**config.mk**
```make
export PLATFORM = sky130hd
export DESIGN_NAME = stepdown_deadtime_ctrl
export DESIGN_NICKNAME = d
export VERILOG_FILES = /design/src/rtl/stepdown_ctrl_pkg.sv /design/src/rtl/stepdown_sync.sv /design/src/rtl/stepdown_deadtime_ctrl.sv
export SDC_FILE = /design/constraint.sdc
export NUM_CORES = 1
export LEC_CHECK = 0
export CORE_ASPECT_RATIO = 1.5
export CORE_MARGIN = 8
export CORE_UTILIZATION = 49
export CTS_CLUSTER_DIAMETER = 150
export DETAILED_ROUTE_END_ITERATION = 16
export PLACE_DENSITY_LB_ADDON = 0.25
export SYNTH_ARGS = -nofsm -noshare
export SYNTH_HDL_FRONTEND = slang
export SYNTH_HIERARCHICAL = 1
export SYNTH_SLANG_ARGS = --single-unit
```
**constraint.sdc**
```tcl
create_clock -name CELCLK -period 2.4 [get_ports CELCLK]
set_input_delay 0.24 -clock CELCLK [delete_from_list [all_inputs] [get_ports CELCLK]]
set_output_delay 0.24 -clock CELCLK [all_outputs]
set_load 0.02 [all_outputs]
```
**src/rtl/stepdown_ctrl_pkg.sv**
```systemverilog
// Shared types and defaults for the stepdown dead-time controller.
package stepdown_ctrl_pkg;

  localparam int DTW_DEF  = 6;
  localparam int MINW_DEF = 6;

  typedef enum logic [2:0] {
    ST_OFF   = 3'd0,
    ST_DT_H  = 3'd1,
    ST_HS_ON = 3'd2,
    ST_DT_L  = 3'd3,
    ST_LS_ON = 3'd4
  } state_t;

endpackage

```
**src/rtl/stepdown_sync.sv**
```systemverilog
// NSYNC-deep single-bit synchronizer, async active-low reset.
module stepdown_sync #(
  parameter int NSYNC = 2
) (
  input  logic gclk,
  input  logic grst_n,
  input  logic d,
  output logic q
);

  logic [NSYNC-1:0] sr;

  // shift the asynchronous input through the flop chain
  always_ff @(posedge gclk or negedge grst_n) begin
    if (!grst_n) sr <= '0;
    else         sr <= {sr[NSYNC-2:0], d};
  end

  assign q = sr[NSYNC-1];

endmodule

```
**src/rtl/stepdown_deadtime_ctrl.sv**
```systemverilog
// Non-overlap controller: turns the loop PWM command into registered
// high-side/low-side enables with dead time, min HS on-time and DCM cutoff.
module stepdown_deadtime_ctrl
  import stepdown_ctrl_pkg::*;
#(
  parameter int DTW    = DTW_DEF,
  parameter int MINW   = MINW_DEF,
  parameter int MIN_ON = 3,
  parameter int NSYNC  = 2
) (
  input  logic           CELCLK,
  input  logic           CELRSTB,
  input  logic           CELV,
  input  logic           CELG,
  input  logic           SUB,
  input  logic           en,
  input  logic           pwm_in,
  input  logic           zcd,
  input  logic           fault,
  input  logic [DTW-1:0] dt_hs,
  input  logic [DTW-1:0] dt_ls,
  output logic           hs_on,
  output logic           ls_on,
  output logic           dt_act,
  output logic           flt_lat
);

  // MIN_ON of 0 behaves as a single cycle
  localparam int               MIN_EFF_I = (MIN_ON < 1) ? 1 : MIN_ON;
  localparam logic [MINW-1:0]  MIN_EFF   = MIN_EFF_I[MINW-1:0];

  // supply/substrate pins carry no logic
  logic unused_pins;
  assign unused_pins = CELV ^ CELG ^ SUB;

  logic pwm_s, zcd_s, flt_s;

  stepdown_sync #(.NSYNC(NSYNC)) u_sync_pwm (.gclk(CELCLK), .grst_n(CELRSTB), .d(pwm_in), .q(pwm_s));
  stepdown_sync #(.NSYNC(NSYNC)) u_sync_zcd (.gclk(CELCLK), .grst_n(CELRSTB), .d(zcd),    .q(zcd_s));
  stepdown_sync #(.NSYNC(NSYNC)) u_sync_flt (.gclk(CELCLK), .grst_n(CELRSTB), .d(fault),  .q(flt_s));

  state_t          state, nxt;
  logic [DTW-1:0]  dt_cnt, dt_lim;
  logic [MINW-1:0] on_cnt, on_inc;
  logic [DTW-1:0]  dt_hs_eff, dt_ls_eff;
  logic            dt_done, min_done, dt_entry;

  // zero dead time is stretched to one cycle so both-low is always visible
  assign dt_hs_eff = (dt_hs == '0) ? DTW'(1) : dt_hs;
  assign dt_ls_eff = (dt_ls == '0) ? DTW'(1) : dt_ls;

  // dt_cnt counts completed DT cycles; the current cycle is the last one
  assign dt_done  = (dt_cnt >= (dt_lim - DTW'(1)));
  // on_inc includes the current HS_ON cycle
  assign on_inc   = (on_cnt == '1) ? on_cnt : on_cnt + MINW'(1);
  assign min_done = (on_inc >= MIN_EFF);
  assign dt_entry = (nxt != state) && ((nxt == ST_DT_H) || (nxt == ST_DT_L));

  // next-state: fault and disable override every state
  always_comb begin
    nxt = state;
    if (flt_s || !en) nxt = ST_OFF;
    else begin
      case (state)
        ST_OFF:   if (!flt_lat && pwm_s) nxt = ST_DT_H;
        ST_DT_H:  if (dt_done) nxt = ST_HS_ON;
        ST_HS_ON: if (!pwm_s && min_done) nxt = ST_DT_L;
        ST_DT_L:  if (dt_done) nxt = zcd_s ? ST_OFF : ST_LS_ON;
        ST_LS_ON: if (zcd_s) nxt = ST_OFF;
                  else if (pwm_s) nxt = ST_DT_H;
        default:  nxt = ST_OFF;
      endcase
    end
  end

  // state plus outputs decoded from next state, so enables change on the transition edge
  always_ff @(posedge CELCLK or negedge CELRSTB) begin
    if (!CELRSTB) begin
      state  <= ST_OFF;
      hs_on  <= 1'b0;
      ls_on  <= 1'b0;
      dt_act <= 1'b0;
    end else begin
      state  <= nxt;
      hs_on  <= (nxt == ST_HS_ON);
      ls_on  <= (nxt == ST_LS_ON);
      dt_act <= (nxt == ST_DT_H) || (nxt == ST_DT_L);
    end
  end

  // dead-time counter; the programmed length is captured once per DT entry
  always_ff @(posedge CELCLK or negedge CELRSTB) begin
    if (!CELRSTB) begin
      dt_cnt <= '0;
      dt_lim <= '0;
    end else if (dt_entry) begin
      dt_cnt <= '0;
      dt_lim <= (nxt == ST_DT_H) ? dt_hs_eff : dt_ls_eff;
    end else if (nxt == ST_OFF) begin
      dt_cnt <= '0;
    end else if (((state == ST_DT_H) || (state == ST_DT_L)) && (dt_cnt != '1)) begin
      dt_cnt <= dt_cnt + DTW'(1);
    end
  end

  // HS on-time counter, saturating
  always_ff @(posedge CELCLK or negedge CELRSTB) begin
    if (!CELRSTB)                                    on_cnt <= '0;
    else if ((nxt == ST_HS_ON) && (state != ST_HS_ON)) on_cnt <= '0;
    else if (nxt == ST_OFF)                          on_cnt <= '0;
    else if (state == ST_HS_ON)                      on_cnt <= on_inc;
  end

  // fault latch: set by any synced fault, released only by a disabled, fault-free cycle
  always_ff @(posedge CELCLK or negedge CELRSTB) begin
    if (!CELRSTB)   flt_lat <= 1'b0;
    else if (flt_s) flt_lat <= 1'b1;
    else if (!en)   flt_lat <= 1'b0;
  end

endmodule

```
# Yosys cells after proc, flatten, opt, wreduce, memory -nomap -nowiden
# Index checks and enable logic that the tools add are counted.
# totals
elab_cells	67
out_inout_bits	4
register_bits	31
inputBits	21
# classes
magnitude_cmp	2
mux	21
n_eq_ne	13
n_addsub	3
reduce_logical	17
# ops
op	n
$mux 6	10
$mux 3	8
$pmux 3 s5	1
$add 6x1->6 const B	2
$eq 3x2->1 const B	4
$logic_not 6->1	2
$eq 3x1->1 const B	2
$eq 3x3->1 const B	2
$eq 6x6->1 const B	1
$ge 6x2->1 const B	1
$ge 6x6->1	1
$logic_not 3->1	2
$ne 6x6->1 const B	1
$reduce_bool 3->1	2
$sub 6x1->6 const B	1
$logic_and 1x1->1	5
$logic_not 1->1	3
$logic_or 1x1->1	3
$ne 3x2->1 const B	1
$ne 3x3->1	1
$mux 1	2
$ne 2x1->1 const B	1

# Depth between registers and ports, before layout
# logic_depth
ltp_word	11
ltp_mapped	11
depth_no_buf	11

# Cells and area by module
# Netlist, hierarchy kept.
# by_module_without_submodules
mod	cells_each	seq_area_each_um2	area_per_inst_um2	instances
stepdown_deadtime_ctrl	178	625.6	1720.4	1
stepdown_sync	2	50.0	50.0	3

# Least setup slack after synthesis
# No wires, ideal clock.
# synth_timing
path_kind	register -> register
startpoint	reg dt_lim[2]
endpoint	reg dt_lim[0]
required_ps	2318
path_buffers	0
path_stages_with_launch	10
path_slack_ps	-243
setup_ps	82
arrival_ps	2561
path_cell_list	dfrtp_1 > or3_1 > nor3_1 > xnor2_1 > ha_1 > nand4_1 > o31ai_4 > mux2i_1 > o21ai_0 > a31oi_1
# synth_via
elab_chain_cells	8
word_cells_on_any_way	12
classes_between	1 x add/sub; 1 x order compare; 3 x eq/ne; 5 x mux; 2 x reduce/logical
# synth_lines
item	line	rtl
from (decl)	stepdown_deadtime_ctrl.sv:43	logic [DTW-1:0] dt_cnt, dt_lim;
from (signal assigned)	stepdown_deadtime_ctrl.sv:98	dt_lim <= (nxt == ST_DT_H) ? dt_hs_eff : dt_ls_eff;
$sub 6x1->6 *	stepdown_deadtime_ctrl.sv:53	assign dt_done = (dt_cnt >= (dt_lim - DTW'(1)));
$ge 6x6->1 *	stepdown_deadtime_ctrl.sv:53	
$mux 3 (on tied branches)	stepdown_deadtime_ctrl.sv:68, stepdown_deadtime_ctrl.sv:66	
$pmux 3 s5 *	stepdown_deadtime_ctrl.sv:64	case (state)
$mux 3 *	stepdown_deadtime_ctrl.sv:62	if (flt_s || !en) nxt = ST_OFF;
$eq 3x1->1 / $eq 3x2->1 (equally long branches)	stepdown_deadtime_ctrl.sv:57, stepdown_deadtime_ctrl.sv:98	
$logic_or 1x1->1	stepdown_deadtime_ctrl.sv:57	assign dt_entry = (nxt != state) && ((nxt == ST_DT_H) || (nxt == ST_DT_L));
$logic_and 1x1->1	stepdown_deadtime_ctrl.sv:57	
# Every way passes the cells marked *; elsewhere a longest branch is shown, timed or not.
# A chain may end at the register's enable or synchronous reset.

# Worst setup path in the final report
# layout_timing
startpoint	reg dt_lim[1]
endpoint	reg dt_lim[1]
# The elaborated chain is that of the path after synthesis.

==> impl_metrics.toml <==
[run_status]
status = "complete, but fails checks"
violations = "negative setup slack"

[place]
pre_cts_slack_ns = -0.268
dpl_cell_area_um2 = 2210
port_buffers = 21
place_congestion = 0.830
dp_hpwl_um = 3060
dp_cells = 250

[pwr]
p_per_area_nw_per_um2 = 530
p_int_mw = 0.900
power_leakage_nw = 0.990
p_sw_mw = 0.355
power_switching_share_pct = 28.3
clkPwrFrac_pct = 31.1
pwr-share-seq_pct = 45.9
ir_drop_v = 0.000397
comb_power_share_pct = 23.0

[floorplanning]
start_util_pct = 50.8
ios = 25
num_rows = 27
die-height_um = 91.7
die_x_um = 66.4
die-area_um2 = 6090
coreArea_um2 = 3680

[synth]
synthTopCellsByArea = "dfrtp_1 (41%), ha_1 (6.0%), a21oi_1 (3.7%)"
netlist_area_um2 = 1870
seq_area_frac_synth_pct = 41.5
synthCells = 184
synth_cell_type_count = 46
yosysTopAreaCell = "dfrtp_1"
netlist.area_leader.share_pct = 41.5
yosysWarnings = 6
avgSynthCellArea_um2 = 10.2
ys_ff_latch = 31
syn_nets = 214

[detailed_routing]
vias = 1517
dr.first_iter.drc_count = 105
via_per_inst = 5.83
wirelength_um = 4120
drc = 0
wl_per_cell_um = 15.9
ant_nets = 0
first_pass_iters = 4

[clock_network]
cts-buffers-inserted = 5
htreeDepth = 2
cts_tree = "done"
clkSlewWorstSetupHoldPaths_ns = 0.06
ctsHoldBuffers = 0
cts.sink_count = 31
cts-root-buf = "clkbuf_8"
cts_buffer_depth = 2
clkLatencyLatePin_ns = 0.28

[global_route]
grt_max_degree = 32
grt_pass1_vias = 1602
grt_use_total_pct = 14.5
grt_pass1_wl_um = 7030
antenna_found_initial = 0
grt.overflow.total = 0

[sta]
min_period_ns = 2.65
worst_pin_slew_ns = 0.597
setup_viol = 22
slew_headroom_pct = 60.0
min_period_over_period_pct = 111
finalSetupTns_ns = -4.66
drv_slew = 0
fmax_mhz = 377
hold_viol = 0
fin_ws_ns = -0.254
skew_ns = 0.00414
rsz0062_at_grt = "true"

[critical_path]
timing.rr.end = "dt_lim[1]"
cp-start-kind = "flip-flop"
worstSetupPathType = "flip-flop to flip-flop"
r2r_start = "dt_lim[1]"
reg2reg_slack_ns = -0.25
arrival_ns = 2.86
end_kind = "flip-flop"
crit_fanout = 7
cp.required_ns = 2.61
r2r_cells = 10

[layout]
antenna_cells = 0
seq_area_um2 = 776
final_layout_size_suffix_gt1_share_pct = 20.3
post-route-util_pct = 64.3
final_cells = 260
syn2layout_area_growth_pct = 26.5
num-fill-cells = 302
final_area_um2 = 2370
multi_input_area_um2 = 1110
final_nets = 246

[hold_path]
hp-class = "input port to async pin"

[run]
drv_cap = 0
[cell usage after synthesis, drive strengths merged]
library cell  number
a2111oi            2
a211oi             6
a21boi             1
a21o               1
a21oi             16
a31o               2
a31oi              3
a32o               1
a32oi              5
a41oi              1
and2               2
and3               3
buf                5
clkbuf             2
dfrtp             31
ha                 9
inv               12
mux2               1
mux2i              7
nand2             10
nand2b             5
nand3              1
nand4              7
nor2              13
nor2b              1
nor3              10
nor4               2
o211ai             1
o21ai              4
o21bai             1
o221ai             1
o22a               1
o31ai              1
o32ai              1
or3                2
or4                2
xnor2              5
xor2               6
[sequential cells by signal (all words and copies together), names as in the netlist]
signal,flops
state,3
u_sync_pwm/sr,2
dt_cnt,6
on_cnt,6
u_sync_zcd/sr,2
dt_lim,6
ls_on,1
u_sync_flt/sr,2
dt_act,1
flt_lat,1
hs_on,1
[worst max-delay path by stage]
stage / startpoint / end
floorplan: dt_lim[2] / dt_lim[0]
global placement: dt_lim[1] / dt_lim[0]
detailed placement: dt_lim[1] / dt_lim[0]
CTS: dt_lim[1] / on_cnt[2]
global route: dt_lim[1] / dt_cnt[3]
finish: dt_lim[1] / dt_lim[1]
[per-stage QoR]
| step | hold WS (ns) | total power, mW |
|---|---|---|
| 6_report | 0.345 | 1.25 |
| 5_1_grt | 0.367 | 1.32 |
| 4_1_cts | 0.353 | 1.25 |
| 3_5_place_dp | 0.340 | 0.854 |
| 3_3_place_gp | 0.332 | 0.842 |
| 2_1_floorplan | -0.0556 | 0.740 |
[power by group through the flow]
stage	sequential (mW)	clock (mW)	combinational (mW)
6_report	0.576	0.390	0.289
5_1_grt	0.579	0.425	0.321
4_1_cts	0.573	0.402	0.273
3_5_place_dp	0.583	0	0.271
3_3_place_gp	0.582	0	0.260
2_1_floorplan	0.583	0	0.157
[cells in the final DEF, fill, tap and decap left out, types with 5 or more instances in the layout]
cell type and instances:
xor2_1 5, xnor2_1 5, dfrtp_1 31, nand2b_1 5, ha_1 9, inv_1 11
mux2i_1 6, clkbuf_8 5, nor2_1 12, clkdlybuf4s50_1 21, nand2_1 10, a21oi_1 13
a211oi_1 5, nand4_1 7, buf_4 10, nor3_1 6
[critical path: stages, from the launching register on]
cell     delay [ns]
dfrtp_1        0.38
or3_4          0.41
nor3_4         0.13
xnor2_1        0.10
ha_1           0.37
nand4_1        0.20
o31ai_4        0.22
buf_6          0.17
mux2i_4        0.33
a32oi_2        0.10
a21oi_1        0.17
[what timing repair did]
item,CTS,global route
pin swaps,1,8
setup endpoints to repair,22,24
buffers inserted,1,1
gates cloned,0,0
gates resized for setup,1,10
[final cells by class]
cell class,instances,area share (%)
multi-input cells,134,47.1
flip-flops and latches,31,32.8
repair buffers,32,12.5
clock buffers,7,3.23
well taps,43,2.27
inverters,12,1.90
clock inverters,1,0.212
[cells by family after synthesis]
kind of cell / Yosys count / share of synthesized area, %
adders and majority gates: 9 / 6.02
DFF: 31 / 41.5
buffers and inverters: 19 / 4.21
muxes: 8 / 4.55
and+or+nand+nor: 58 / 17.5
xor gates and xnor gates: 11 / 5.15
AOI/OAI and AO/OA: 48 / 21.1
[per-layer routing]
layer	GRT usage (%)	wire length, µm
met3	4.63	169
met5	0	0
met4	7.51	108
met2	24.2	2260
met1	15.8	1580
Note: power is estimated with default switching activity, not from simulation.
